$ cat config.mk
export PLATFORM = sky130hd
export DESIGN_NAME = timer_sched
export DESIGN_NICKNAME = d
export VERILOG_FILES = /design/src/rtl/timer_sched_pkg.sv /design/src/rtl/timer_sched_rr_arb.sv /design/src/rtl/timer_sched.sv
export SDC_FILE = /design/constraint.sdc
export NUM_CORES = 1
export LEC_CHECK = 0
export CORE_MARGIN = 5
export CORE_UTILIZATION = 44
export CTS_CLUSTER_SIZE = 25
export DETAILED_ROUTE_END_ITERATION = 12
export HOLD_SLACK_MARGIN = 0.12
export PLACE_DENSITY_LB_ADDON = 0.2
export SLEW_MARGIN = 20
export SYNTH_ARGS = -nofsm -noshare
export SYNTH_HDL_FRONTEND = slang
export SYNTH_HIERARCHICAL = 1
export SYNTH_SLANG_ARGS = --single-unit
$ cat constraint.sdc
create_clock -name clk -period 3.1 [get_ports clk]
set_input_delay 0.62 -clock clk [delete_from_list [all_inputs] [get_ports clk]]
set_output_delay 0.62 -clock clk [all_outputs]
set_load 0.03 [all_outputs]
$ cat src/rtl/timer_sched_pkg.sv
// Shared types and constants for the timer scheduler.
package timer_sched_pkg;

    localparam int unsigned NREQ       = 4;
    localparam int unsigned IDX_W      = 2;
    localparam int unsigned DLY_W      = 4;
    localparam int unsigned PAT_W      = 4;
    localparam int unsigned CNT_W      = 2;
    localparam int unsigned WDOG_W     = 15;
    localparam int unsigned WDOG_LIMIT = 17000;

    localparam logic [PAT_W-1:0] START_PATTERN = 4'b1101;

    typedef enum logic [2:0] {
        ST_IDLE = 3'd0,
        ST_PAT  = 3'd1,
        ST_DLY  = 3'd2,
        ST_RUN  = 3'd3,
        ST_ACK  = 3'd4
    } state_t;

    function automatic logic [IDX_W-1:0] onehot_to_idx(input logic [NREQ-1:0] oh);
        logic [IDX_W-1:0] idx;
        idx = '0;
        for (int unsigned i = 0; i < NREQ; i++) begin
            if (oh[i]) idx = idx | IDX_W'(i);
        end
        return idx;
    endfunction

endpackage

$ cat src/rtl/timer_sched_rr_arb.sv
// Round-robin arbiter: search begins one past the last granted requester.
module timer_sched_rr_arb
    import timer_sched_pkg::*;
(
    input  logic [NREQ-1:0]  req,
    input  logic [IDX_W-1:0] last_granted,
    output logic [NREQ-1:0]  grant
);

    logic             found;
    logic [IDX_W-1:0] idx;

    always_comb begin
        grant = '0;
        found = 1'b0;
        idx   = '0;
        for (int unsigned i = 1; i <= NREQ; i++) begin
            idx = IDX_W'(32'(last_granted) + i);
            if (!found && req[idx]) begin
                grant[idx] = 1'b1;
                found      = 1'b1;
            end
        end
    end

endmodule

$ cat src/rtl/timer_sched.sv
// Arbitrates four requesters onto one shared timer via a serial pattern/delay stream.
// Optional watchdog abort in RUN when TIMER_SCHED_WDOG_EN is defined.
module timer_sched
    import timer_sched_pkg::*;
(
    input  logic                    clk,
    input  logic                    reset_n,
    input  logic [NREQ-1:0]         req,
    input  logic [NREQ*DLY_W-1:0]   req_delay,
    output logic [NREQ-1:0]         gnt,
    output logic [NREQ-1:0]         cmpl,
    output logic [NREQ-1:0]         err,
    output logic                    busy,
    output logic                    tmr_data,
    output logic                    tmr_ack,
    output logic                    tmr_abort,
    input  logic                    tmr_done
);

    state_t           state, state_n;
    logic [CNT_W-1:0] cnt, cnt_n;
    logic [DLY_W-1:0] dly, dly_n;
    logic [IDX_W-1:0] last_granted, last_n;
    logic [NREQ-1:0]  gnt_n, cmpl_n, arb_grant;
    logic             ack_n, busy_n, tmr_data_n;
`ifdef TIMER_SCHED_WDOG_EN
    logic [WDOG_W-1:0] wdog, wdog_n;
    logic [NREQ-1:0]   err_n;
    logic              abort_n;
`endif

    timer_sched_rr_arb u_arb (
        .req          (req),
        .last_granted (last_granted),
        .grant        (arb_grant)
    );

    // Next state; outputs other than tmr_data are registered from the next state.
    always_comb begin
        state_n = state;
        cnt_n   = cnt;
        dly_n   = dly;
        last_n  = last_granted;
        gnt_n   = gnt;
        cmpl_n  = '0;
        ack_n   = 1'b0;
`ifdef TIMER_SCHED_WDOG_EN
        wdog_n  = wdog;
        err_n   = '0;
        abort_n = 1'b0;
`endif
        unique case (state)
            ST_IDLE: begin
                if (|req) begin
                    state_n = ST_PAT;
                    cnt_n   = '0;
                    gnt_n   = arb_grant;
                    last_n  = onehot_to_idx(arb_grant);
                    dly_n   = req_delay[last_n*DLY_W +: DLY_W];
                end
            end
            ST_PAT: begin
                cnt_n = cnt + CNT_W'(1);
                if (cnt == CNT_W'(PAT_W-1)) state_n = ST_DLY;
            end
            ST_DLY: begin
                cnt_n = cnt + CNT_W'(1);
                if (cnt == CNT_W'(DLY_W-1)) begin
                    state_n = ST_RUN;
`ifdef TIMER_SCHED_WDOG_EN
                    wdog_n  = '0;
`endif
                end
            end
            ST_RUN: begin
                if (tmr_done) begin
                    state_n = ST_ACK;
                    ack_n   = 1'b1;
                    cmpl_n  = gnt;
                end
`ifdef TIMER_SCHED_WDOG_EN
                else if (wdog == WDOG_W'(WDOG_LIMIT-1)) begin
                    state_n = ST_IDLE;
                    gnt_n   = '0;
                    err_n   = gnt;
                    abort_n = 1'b1;
                end else begin
                    wdog_n  = wdog + WDOG_W'(1);
                end
`endif
            end
            ST_ACK: begin
                state_n = ST_IDLE;
                gnt_n   = '0;
            end
            default: begin
                state_n = ST_IDLE;
                gnt_n   = '0;
            end
        endcase
        busy_n = (state_n != ST_IDLE);
    end

    // Serial stream trails the state by one cycle so bit 0 follows the grant cycle.
    always_comb begin
        tmr_data_n = 1'b0;
        unique case (state)
            ST_PAT:  tmr_data_n = START_PATTERN[CNT_W'(PAT_W-1) - cnt];
            ST_DLY:  tmr_data_n = dly[CNT_W'(DLY_W-1) - cnt];
            default: tmr_data_n = 1'b0;
        endcase
    end

    always_ff @(posedge clk or negedge reset_n) begin
        if (!reset_n) begin
            state        <= ST_IDLE;
            cnt          <= '0;
            dly          <= '0;
            last_granted <= IDX_W'(NREQ-1);
            gnt          <= '0;
            cmpl         <= '0;
            tmr_ack      <= 1'b0;
            busy         <= 1'b0;
            tmr_data     <= 1'b0;
        end else begin
            state        <= state_n;
            cnt          <= cnt_n;
            dly          <= dly_n;
            last_granted <= last_n;
            gnt          <= gnt_n;
            cmpl         <= cmpl_n;
            tmr_ack      <= ack_n;
            busy         <= busy_n;
            tmr_data     <= tmr_data_n;
        end
    end

`ifdef TIMER_SCHED_WDOG_EN
    always_ff @(posedge clk or negedge reset_n) begin
        if (!reset_n) begin
            wdog      <= '0;
            err       <= '0;
            tmr_abort <= 1'b0;
        end else begin
            wdog      <= wdog_n;
            err       <= err_n;
            tmr_abort <= abort_n;
        end
    end
`else
    assign err       = '0;
    assign tmr_abort = 1'b0;
`endif

endmodule

### Yosys cells after proc, flatten, opt, wreduce, memory -nomap -nowiden

Index checks and enable logic that the tools add are counted.

* memory bits (writable): 0
* bits in read-only memories: 0
* bits in registers: 22
* output and inout port bits: 16
* memories: 0
* latch bits: 0

* magnitude comparators: 9
* div/mod/pow operators: 0
* multiply operators: 0
* bitwise operators: 4
* shifts and indexed selects: 1
* equal/unequal tests: 5
* muxes and demuxes: 46
* reductions and logical operators: 19
* add/subtract/negate cells: 6

Operator list (number)
* two-way mux 4 bit: 7
* two-way mux 1 bit: 16
* indexed part select 16 x 5 -> 4 bit: 1
* less-than comparator 2 x 3 -> 1 bit (second input constant): 5
* binary-select mux 1 bit (select 2 bit): 6
* two-way mux 3 bit: 4
* bitwise OR 4 bit: 3
* one-hot mux 3 bit (4 select lines): 1
* two-way mux 2 bit: 5
* demux 1 bit (select 2 bit): 4
* greater-or-equal comparator 2 x 1 -> 1 bit (second input constant): 4
* one-hot mux 4 bit (2 select lines): 1
* logical AND 1 bit: 7
* adder 2 x 1 -> 2 bit (second input constant): 3
* equality test 3 x 2 -> 1 bit (second input constant): 2
* AND reduction 2 bit: 3
* adder 2 bit (second input constant): 2
* one-hot mux 2 bit (2 select lines): 1
* OR reduction 4 bit: 1
* equality test 3 x 1 -> 1 bit (second input constant): 1
* logical NOT 1 bit: 3
* logical NOT 3 bit: 1
* nonzero test 3 bit: 1
* OR reduction 3 bit: 1
* 7 further kinds: 7

### Longest topological paths before layout

* depth after elaboration: 19
* mapped depth: 11
* mapped depth without buffers: 9

### Hierarchy

Netlist, hierarchy kept.

By module, submodules not included
* timer_sched: instances 1, area each 1181.1 um^2, cells each 111, seq. area each 553.0 um^2
* timer_sched_rr_arb: instances 1, area each 357.8 um^2, cells each 38, seq. area each 0.0 um^2

### Worst setup path before layout

OpenSTA, ideal clock, no wires.

* path type: register to register
* start: reg last_granted[0]
* end: reg dly[3]
* library setup time: 0.136 ns
* period minus slack after synthesis: 2.951 ns
* setup slack: 0.149 ns
* cell stages (with the launch flop): 11
* path buffers: 1
* arrival time: 2.815 ns
* cells stage by stage: dfstp_2 inv_1 ha_1 mux4_1 nor4b_4 nand2_1 o211ai_1 buf_4 mux2_2 a22oi_1 a31oi_1

* cells in the longest elaborated chain, start to end: 19
* elaborated cells on any way between the ends: 54
* those cells by class: add/sub (4); order compare (8); shift (1); mux (28); bitwise (3); reduce/logical (10)

Ends and longest elaborated chain
* start, declared: line timer_sched.sv:23 `logic [IDX_W-1:0] last_granted, last_n;`
* start signal, assigned: line timer_sched.sv:119 `last_granted <= IDX_W'(NREQ-1);`
* start signal, assigned: line timer_sched.sv:129 `last_granted <= last_n;`
* branches (longest 12 deep; another with less-than comparator 2 x 3 -> 1 bit)
* two-way mux 4 bit (*): line timer_sched_rr_arb.sv:19 `if (!found && req[idx]) begin`
* net arb_grant[1]: line timer_sched.sv:24 `logic [NREQ-1:0] gnt_n, cmpl_n, arb_grant;`
* two-way mux 1 bit (*): line timer_sched_pkg.sv:26 `if (oh[i]) idx = idx | IDX_W'(i);`
* two-way mux 2 bit (*) (2 in a row): line timer_sched_pkg.sv:26
* two-way mux 2 bit (*): line timer_sched.sv:54 `if (|req) begin`
* two-way mux 2 bit (*): line timer_sched.sv:52 `unique case (state)`
* indexed part select 16 x 5 -> 4 bit (*): line timer_sched.sv:59 `dly_n = req_delay[last_n*DLY_W +: DLY_W];`
* end signal, assigned: line timer_sched.sv:128 `dly <= dly_n;`
* end, declared: line timer_sched.sv:22 `logic [DLY_W-1:0] dly, dly_n;`

Mark *: on every way through the listed nets, which the timed path passes. The select of a mux whose other input is x is not followed.
A chain may end at the register's enable or synchronous reset.

### Final worst setup path

* start: reg last_granted[1]
* end: reg dly[0]

The elaborated chain is that of the path after synthesis.

==> impl_metrics.tcl <==
set metrics [dict create \
    post_synthesis_cell_type_with_the_largest_combined_area "dfrtp_1" \
    fin_setup_tns_ns 0 \
    cts_root_buffer "clkbuf_4" \
    drive_gt1_share_pct 18.85 \
    area_of_the_multi_input_gates_um2 865.8 \
    initial_utilization_pct 45.76 \
    setup_viol 0 \
    clk_transition_reported_paths_ns 0.12 \
    tritoncts_num_sinks 22 \
    drt-initial-drc-count 118 \
    syn_inst 149 \
    floorplan.die_area_um2 4780 \
    routed_wire_length_per_instance_um 14.30 \
    run_status "completed" \
    drt-pass1-iter-count 4 \
    antenna_cells 0 \
    rsz_0062_raised_after_global_routing "false" \
    place_area_um2 1934 \
    classification_of_the_worst_setup_path "flip-flop to flip-flop" \
    gp_routability_congestion 0.7889 \
    startpoint_type "flip-flop" \
    route.antenna.remaining_nets 0 \
    cts.htree.levels 1 \
    slowest_stage "mux4_2" \
    setup.reg_to_reg.worst_slack_ns 0.19 \
    timing.slew.headroom_pct 59.69 \
    period_needed_ns 2.913 \
    count_of_standard_cell_rows 21 \
    routed_wl_mm 3.389 \
    synth_top_cells_by_area "dfrtp_1 (33%), ha_1 (8.1%), a21oi_1 (5.5%)" \
    via_count 1285 \
    timing.critical_path.slowest_cell_delay_ns 0.56 \
    drc 0 \
    grt_antenna_before_repair 0 \
    track_usage_pct 14.92 \
    cts_hold_repair.buffers 0 \
    required_ns 3.28 \
    routed_via_density 5.422 \
    grt_start_max_net_pins 23 \
    final_area_um2 1969 \
    leakagePower_uw 0.0008303 \
    post_synth_num_cell_types 40 \
    tritoncts "yes" \
    synth_seq_area_share_pct 35.93 \
    fillerInstances 305 \
    crit_path_cell_trace "inv_1, ha_1, mux4_2, nor4b_4, nand2_1, o211ai_1, buf_4, mux2_2, nand2_1, a31oi_1" \
    timing.critical_path.fanout_max 7 \
    worst_slew_pin_slew_ns 0.6046 \
    die_width_um 69.14 \
    critical_path.endpoint_type "flip-flop" \
    maximum_vdd_ir_drop_mv 0.4924 \
    place.detailed.hpwl_mm 2.654 \
    timing_max_transition_violations_final 0 \
    ff_latch_area_um2 553.0 \
    netlist_area_um2 1539 \
    final_nets 225 \
    yosysTopAreaCellShare_pct 32.52 \
    post_synth.cell_area_avg_um2 10.33 \
    fin_skew_ns 0.008246 \
    highest_clock_rate_mhz 343.3 \
    final_cells 237 \
    power_density_nw_per_um2 980.5 \
    grt_pass1_vias 1347 \
    floorplan.io_pins 39 \
    timing.max_cap.violations 0 \
    min-delay-path-class "primary input to async pin" \
    ys_ff_latch 22 \
    grt_overflow_total 0 \
    cts_made_buffers 3 \
    arrival_ns 3.09 \
    buffer_ports.inserted 33 \
    cts_buffer_depth 2 \
    area_growth_syn_to_layout_pct 27.97 \
    clk_latency_ns 0.31 \
    total_power_uw 1931 \
    fin_crit_sh_pct 93.97 \
    dpl.cell_count 232 \
    grt_pass1_wl_mm 5.954 \
    hold_violations 0 \
    overall_die_height_um 69.14 \
    synth-warning-count 6 \
    path_common_cell "nand2_1" \
    coreArea_um2 3363 \
]
## cells in the final DEF (no fill, tap or decap), types with 6 or more instances in the layout
cell type	count
inv_1	9
o21ai_1	6
a21oi_1	17
ha_1	10
buf_4	13
nand2_1	11
a31oi_1	6
nor2_1	6
dfrtp_1	20
clkdlybuf4s50_1	32
nor3b_1	6
## metal layers
metal	global-route usage [%]	routed length, um
met1	18.81	1473
met2	24.58	1669
met3	2.616	176
met4	7.158	70
met5	0	0
## stage by stage
step	setup WS, ns	hold slack [ns]	utilization (%)
after floorplan	0.1486	0.3244	-
after global placement	0.1139	0.4854	57.51
after detailed placement	0.06338	0.4909	57.51
after CTS	0.1760	0.5155	58.59
after global routing	0.009744	0.2715	58.56
final	0.1869	0.2433	58.56
## registers in the layout, summed over array words and instances (netlist names)
signal,count
tmr_ack,1
busy,1
cnt,2
gnt,4
cmpl,4
last_granted,2
state,3
tmr_data,1
dly,4
## worst max-delay path: cells and delay by family (launching register included)
family | cells | cell delay [ns]
AOI/OAI and AO/OA | 2 | 0.20
adders and majority gates | 1 | 0.33
and+or+nand+nor | 3 | 0.53
buffers and inverters | 2 | 0.29
DFF | 1 | 0.55
muxes | 2 | 0.89
## cell families after synthesis
logic type	after synthesis	share of synthesized area, %
AO/OA/AOI/OAI	44	17.56
XOR/XNOR	1	0.5692
adder cells (fa/ha/maj)	10	8.130
buffers and inverters	21	8.536
flip-flops	22	35.93
multiplexers	9	10.73
other	1	0.2437
AND/OR/NAND/NOR	41	18.29
## synthesized netlist by cell type (all sizes together)
cell and instances:
conb 1, mux4 5, or4 1, a22oi 1, dfstp 2, a31oi 6, clkbuf 1, nand3 5
a21boi 1, a21o 1, nor4 1, o21ai 7, nor4b 1, dfrtp 20, a21oi 17, and3 1
nand3b 1, nand2 11, or2 1, buf 11, ha 10, inv 9, mux2 4, xnor2 1
a211o 1, nor3 2, and2 4, a32oi 4, nor2 6, o211ai 4, o21a 1, o31a 1
nor3b 7
## final cells by class
type	count	share of cell area [%]
timing repair buffer	46	21.47
inverter	9	1.715
tap	46	2.922
multi-input combinational	110	43.96
sequential	22	28.08
clock buffer	4	1.842
## power breakdown
part	switching [uW]	leakage, uW	total (uW)	internal (uW)
combinational	674	0.000537	1280	608
clock	84.4	0.0000210	156	71.7
sequential	95.8	0.000272	493	397
total	854	0.000830	1930	1080
## worst paths after layout
| kind | cells after the start | end | startpoint |
|---|---|---|---|
| max | 10 | dly[0] | last_granted[1] |
| min | 1 | cnt[1] | reset_n |
| max reg2reg | 10 | dly[0] | last_granted[1] |
| min reg2reg | 1 | cmpl[1] | gnt[1] |
| max in group asynchronous | 1 | last_granted[0] | reset_n |
| min in group clk | 1 | cmpl[1] | gnt[1] |
## repair_timing
item | in CTS | in global routing
resized for setup | 0 | 1
setup buffers | 0 | 1
endpoints found under the setup margin | 0 | 3
Note: power is estimated with default switching activity, not from simulation.
